File: src/rtl/bingo_engine_pkg.sv
// rtl/bingo_engine_pkg.sv - shared state encoding and width helper for the bingo engine
package bingo_engine_pkg;

  typedef enum logic [2:0] {
    ST_LOAD   = 3'd0,
    ST_PLAY   = 3'd1,
    ST_SCAN   = 3'd2,
    ST_REPORT = 3'd3,
    ST_OVER   = 3'd4
  } state_t;

  // ceil(log2(v)), never below 1 so single-entry counters still have a bit
  function automatic int clog2(input int v);
    int r;
    r = 0;
    for (int i = 0; i < 31; i++) begin
      if ((1 << i) < v) r = i + 1;
    end
    return (r < 1) ? 1 : r;
  endfunction

endpackage

File: src/rtl/bingo_card_store.sv
// rtl/bingo_card_store.sv - card number register file with per-slot mark bits
module bingo_card_store #(
  parameter int TOTAL      = 16,
  parameter int DATA_WIDTH = 8,
  parameter int IDX_W      = 4
) (
  input  logic                  clk,
  input  logic                  clr,
  input  logic                  wr_en,
  input  logic [IDX_W-1:0]      wr_addr,
  input  logic [DATA_WIDTH-1:0] wr_data,
  input  logic [IDX_W-1:0]      rd_addr,
  output logic [DATA_WIDTH-1:0] rd_data,
  input  logic [TOTAL-1:0]      mark_set,
  output logic [TOTAL-1:0]      marks
);

  logic [DATA_WIDTH-1:0] mem [TOTAL];

  always_ff @(posedge clk) begin
    if (clr) begin
      for (int i = 0; i < TOTAL; i++) mem[i] <= '0;
      marks <= '0;
    end else begin
      if (wr_en) mem[wr_addr] <= wr_data;
      marks <= marks | mark_set;
    end
  end

  assign rd_data = mem[rd_addr];

endmodule

File: src/rtl/bingo_engine.sv
// rtl/bingo_engine.sv - N-player bingo core: card load, draw handshake, sequential scan, hit/winner report
module bingo_engine
  import bingo_engine_pkg::*;
#(
  parameter int NUM_PLAYERS = 2,
  parameter int CARD_SIZE   = 8,
  parameter int DATA_WIDTH  = 8
) (
  input  logic                              clk,
  input  logic                              rst,
  input  logic                              new_game,
  input  logic                              load_valid,
  input  logic [DATA_WIDTH-1:0]             load_data,
  output logic                              load_ready,
  output logic                              cards_full,
  input  logic                              start,
  input  logic                              draw_valid,
  input  logic [DATA_WIDTH-1:0]             draw_number,
  output logic                              draw_ready,
  output logic                              result_valid,
  output logic                              result_dup,
  output logic [NUM_PLAYERS-1:0]            hit_mask,
  output logic [NUM_PLAYERS-1:0]            winner_mask,
  output logic [NUM_PLAYERS*CARD_SIZE-1:0]  marks,
  output logic [DATA_WIDTH-1:0]             last_draw,
  output logic                              game_over
);

  localparam int TOTAL = NUM_PLAYERS * CARD_SIZE;
  localparam int IDX_W = clog2(TOTAL);
  localparam int WR_W  = clog2(TOTAL + 1);
  localparam int PW    = clog2(NUM_PLAYERS);
  localparam int EW    = clog2(CARD_SIZE);
  localparam int HIST  = 2 ** DATA_WIDTH;

  localparam logic [WR_W-1:0]  WR_FULL    = WR_W'(TOTAL);
  localparam logic [IDX_W-1:0] SCAN_LAST  = IDX_W'(TOTAL - 1);
  localparam logic [EW-1:0]    ENTRY_LAST = EW'(CARD_SIZE - 1);

  state_t state, state_nxt;

  logic                   clr;
  logic [WR_W-1:0]        wr_ptr;
  logic [HIST-1:0]        history;
  logic [IDX_W-1:0]       scan_ptr;
  logic [PW-1:0]          player;
  logic [EW-1:0]          entry;
  logic [NUM_PLAYERS-1:0] hit_acc;
  logic [NUM_PLAYERS-1:0] winner_q;
  logic [NUM_PLAYERS-1:0] win_now;
  logic                   dup_q;
  logic                   load_fire;
  logic                   draw_fire;
  logic                   seen;
  logic [DATA_WIDTH-1:0]  rd_data;
  logic                   match;
  logic                   new_hit;
  logic [TOTAL-1:0]       mark_set;

  assign clr       = rst | new_game;
  assign load_fire = load_valid & load_ready;
  assign draw_fire = draw_valid & draw_ready;
  assign seen      = history[draw_number];

  assign match    = (state == ST_SCAN) && (rd_data == last_draw);
  assign new_hit  = match && !marks[scan_ptr];
  assign mark_set = match ? (TOTAL'(1) << scan_ptr) : '0;

  bingo_card_store #(
    .TOTAL      (TOTAL),
    .DATA_WIDTH (DATA_WIDTH),
    .IDX_W      (IDX_W)
  ) u_store (
    .clk      (clk),
    .clr      (clr),
    .wr_en    (load_fire),
    .wr_addr  (wr_ptr[IDX_W-1:0]),
    .wr_data  (load_data),
    .rd_addr  (scan_ptr),
    .rd_data  (rd_data),
    .mark_set (mark_set),
    .marks    (marks)
  );

  // A player wins once every slot on their card is marked; simultaneous completions form a tie.
  for (genvar p = 0; p < NUM_PLAYERS; p++) begin : g_win
    assign win_now[p] = &marks[p*CARD_SIZE +: CARD_SIZE];
  end

  always_ff @(posedge clk) begin
    if (clr) state <= ST_LOAD;
    else     state <= state_nxt;
  end

  always_comb begin
    state_nxt = state;
    case (state)
      ST_LOAD:   if (start && cards_full) state_nxt = ST_PLAY;
      ST_PLAY:   if (draw_fire) state_nxt = seen ? ST_REPORT : ST_SCAN;
      ST_SCAN:   if (scan_ptr == SCAN_LAST) state_nxt = ST_REPORT;
      ST_REPORT: state_nxt = (|win_now) ? ST_OVER : ST_PLAY;
      ST_OVER:   state_nxt = ST_OVER;
      default:   state_nxt = ST_LOAD;
    endcase
  end

  always_ff @(posedge clk) begin
    if (clr) begin
      wr_ptr    <= '0;
      history   <= '0;
      last_draw <= '0;
      scan_ptr  <= '0;
      player    <= '0;
      entry     <= '0;
      hit_acc   <= '0;
      dup_q     <= 1'b0;
      winner_q  <= '0;
    end else begin
      if (load_fire) wr_ptr <= wr_ptr + WR_W'(1);

      if (draw_fire) begin
        last_draw <= draw_number;
        dup_q     <= seen;
        hit_acc   <= '0;
        scan_ptr  <= '0;
        player    <= '0;
        entry     <= '0;
        if (!seen) history[draw_number] <= 1'b1;
      end

      // Player index tracks the slot via a (player, entry) counter pair instead of a divide.
      if (state == ST_SCAN) begin
        if (new_hit) hit_acc[player] <= 1'b1;
        if (scan_ptr != SCAN_LAST) begin
          scan_ptr <= scan_ptr + IDX_W'(1);
          if (entry == ENTRY_LAST) begin
            entry  <= '0;
            player <= player + PW'(1);
          end else begin
            entry <= entry + EW'(1);
          end
        end
      end

      if (state == ST_REPORT) winner_q <= win_now;
    end
  end

  assign cards_full   = (wr_ptr == WR_FULL);
  assign load_ready   = (state == ST_LOAD) && !cards_full;
  assign draw_ready   = (state == ST_PLAY);
  assign result_valid = (state == ST_REPORT);
  assign result_dup   = (state == ST_REPORT) && dup_q;
  assign hit_mask     = (state == ST_REPORT) ? hit_acc : '0;
  assign winner_mask  = (state == ST_REPORT) ? win_now : winner_q;
  assign game_over    = (state == ST_OVER);

endmodule
File: config.mk
export PLATFORM = sky130hd
export DESIGN_NAME = bingo_engine
export DESIGN_NICKNAME = d
export VERILOG_FILES = /design/src/rtl/bingo_engine_pkg.sv /design/src/rtl/bingo_card_store.sv /design/src/rtl/bingo_engine.sv
export SDC_FILE = /design/constraint.sdc
export NUM_CORES = 1
export LEC_CHECK = 0
export CAP_MARGIN = 0
export CORE_UTILIZATION = 40
export DETAILED_ROUTE_END_ITERATION = 6
export HOLD_SLACK_MARGIN = 0.02
export MAX_ROUTING_LAYER = met4
export SLEW_MARGIN = 10
export SYNTH_ARGS = -nofsm -noshare
export SYNTH_HDL_FRONTEND = slang
export SYNTH_SLANG_ARGS = --single-unit
File: constraint.sdc
create_clock -name clk -period 4.4 [get_ports clk]
set_input_delay 0.88 -clock clk [delete_from_list [all_inputs] [get_ports clk]]
set_output_delay 0.88 -clock clk [all_outputs]
set_load 0.02 [all_outputs]
==> impl_metrics.json <==
{
  "status": "finished clean",
  "ctsResizeCount": 0,
  "clock_skew_ps": 30.4,
  "clockBufferDepth": 3,
  "clock_sinks": 429,
  "drc_errors": 0,
  "async_flop_share_pct": 0,
  "whs_ps": 446,
  "synth_area_mm2": 0.0182,
  "period_minus_slack_ps": 3740,
  "crit_chain": "buf_2, buf_4, inv_1, mux2_2, a2bb2oi_1, a32oi_1, nor3b_2, nand3_1, o21ai_0",
  "postCtsSetupBuffers": 0,
  "cp_slowest_stage_delay_ps": 600,
  "drv_cap": 0,
  "pre_cts_slack_ps": 142,
  "seq_area_frac_synth_pct": 54.2,
  "synth_top_area_cell": "dfxtp_1",
  "hold_violations": 0,
  "numCtsBuffers": 46,
  "port_buffers": 55,
  "netlist.area_leader.share_pct": 33.1,
  "cp_data_arrival_time_ps": 4210,
  "grt_pass1_vias": 12400,
  "vias": 12511,
  "grt_remaining_overflow": 0,
  "syn_nets": 1606,
  "die_y_um": 215,
  "avgSynthCellArea_um2": 11.6,
  "final_antenna_net_count": 0,
  "synth_enable_flop_cells": 128,
  "die_w_um": 215,
  "leakage_nw": 7.58,
  "grt_max_degree": 101,
  "final_cell_mix": "299 x dfxtp_1, 198 x nand2_1, 144 x a22o_1",
  "path_clk_slew_ps": 60,
  "worst_setup_path_end_kind": "register",
  "totalWireLength_um": 46800,
  "syn_inst": 1572,
  "fillers": 4071,
  "nNetsFinal": 1650,
  "place.gp.congestion": 0.831,
  "cp-start-kind": "input port",
  "cts_tree": "done",
  "tns_ps": 0,
  "clk_latency_ps": 570,
  "syn_to_final_growth_pct": 15.3,
  "ioPinCount": 56,
  "grt_pass1_wl_um": 73000,
  "critPathKind": "input port to register",
  "min_path_type": "register to register",
  "drtIter0Drc": 953,
  "synth_seq_cells": 429,
  "ctsHtreeMaxLevel": 2,
  "critPathSlowestCell": "buf_2",
  "crit_fanout": 22,
  "layoutNonFillerInstCount": 2245,
  "core_mm2": 0.0446,
  "antenna_found_initial": 1,
  "routedWlPerCell_um": 20.8,
  "rsz0062_at_grt": "false",
  "crit_family": "buffers and inverters",
  "max_slew_margin_pct": 33.1,
  "die-area_mm2": 0.0464,
  "drive_gt1_share_pct": 14.9,
  "multiInputGateArea_mm2": 0.00780,
  "grt_use_total_pct": 20.7,
  "hold_buffers": 0,
  "post-dp-hpwl_um": 30600,
  "setup_viol": 0,
  "yosys-top-cells-area": "dfxtp_1 33%, edfxtp_1 21%, mux4_2 12%, a22o_1 6.9%, and2_1 4.7%",
  "period_share_pct": 84.9,
  "crit_buf_inv": 3,
  "peakVddDrop_mv": 0.299,
  "routed_via_density": 5.57,
  "synthFlopType": "dfxtp_1",
  "final_common_cell": "dfxtp_1",
  "tightest_slew_ps": 1000,
  "rows": 77,
  "required_ps": 4870,
  "yosys_warnings": 0,
  "root_buffer": "clkbuf_16",
  "first_pass_iters": 5,
  "powerDensity_mw_per_mm2": 400,
  "start_util_pct": 40.8,
  "yosysUniqueCellTypes": 55,
  "power_mw": 8.41,
  "place_inst": 2160,
  "regArea_mm2": 0.00987,
  "slew_viol_final": 0,
  "finalWorstSetupSlack_ps": 663,
  "max_freq_ghz": 0.268
}
## flip-flops by register name (all words and copies together), names as in the netlist
signal and flops:
dup_q 1, entry 3, history 256, hit_acc 2, last_draw 8, player 1, scan_ptr 4, state 3
u_store.marks 16, u_store.mem 128, winner_q 2, wr_ptr 5
## Yosys cell counts (14+ instances only)
library cell,number
mux4_2,94
mux2i_1,42
buf_2,17
o21ai_1,20
edfxtp_1,128
nand3_1,24
and2_1,137
nor3_1,19
nand2_1,198
clkbuf_1,84
a22o_1,144
dfxtp_1,301
o21ai_0,121
a21oi_1,21
nor2_1,48
nand2b_1,14
## report_power, final
part           internal, mW  leakage [nW]  switching (mW)
Combinational         0.112          2.97           0.227
Clock                  2.37         0.758            1.57
Sequential             4.12          3.85          0.0155
Total                  6.60          7.58            1.81
## routing by layer
metal  part of all wire [%]  vias up  track usage, %
met2                     48      313            33.3
met3                    5.5       78            3.77
met4                    2.3        0            5.79
met5                      0        -               -
met1                     44     6249            26.9
li1                       -     5871               -
## layout make-up
| class | count | share of cell area [%] |
|---|---|---|
| Sequential cell | 429 | 47.0 |
| Clock inverter | 14 | 0.822 |
| Tap cell | 592 | 3.53 |
| Multi-Input combinational cell | 1016 | 37.1 |
| Antenna cell | 1 | 0.0119 |
| Clock buffer | 70 | 6.51 |
| Timing Repair Buffer | 114 | 4.85 |
| Inverter | 9 | 0.161 |
## final timing paths
kind / startpoint / end / slack, ps / cells after the start
worst min register to register: history[122]$_SDFFE_PP0P_ / history[122]$_SDFFE_PP0P_ / 450 / 2
worst max register to register: scan_ptr[1]$_SDFF_PP0_ / u_store.marks[9]$_SDFF_PP0_ / 850 / 7
worst max-delay path: draw_number[0] / history[63]$_SDFFE_PP0P_ / 660 / 9
worst min-delay path: history[122]$_SDFFE_PP0P_ / history[122]$_SDFFE_PP0P_ / 450 / 2
## tightest hold or removal path, stage by stage, from the launching register on
cell and delay, ps:
dfxtp_1 320, nand2_1 40, o21ai_0 50
## cells by family after synthesis
group | after synthesis | share of synthesized area [%]
AOI/OAI and AO/OA | 354 | 13.4
DFF | 429 | 54.2
adders and majority gates | 12 | 0.824
xor gates and xnor gates | 11 | 0.529
and+or+nand+nor | 498 | 13.7
muxes | 141 | 14.2
buffers and inverters | 127 | 3.02
## stage by stage
stage	area (µm²)	utilization [%]
2_1_floorplan	18200	-
3_3_place_gp	19500	43.6
3_5_place_dp	19500	43.6
4_1_cts	21000	47.1
5_1_grt	21000	47.1
6_report	21000	47.1
Note: power is estimated with default switching activity, not from simulation.
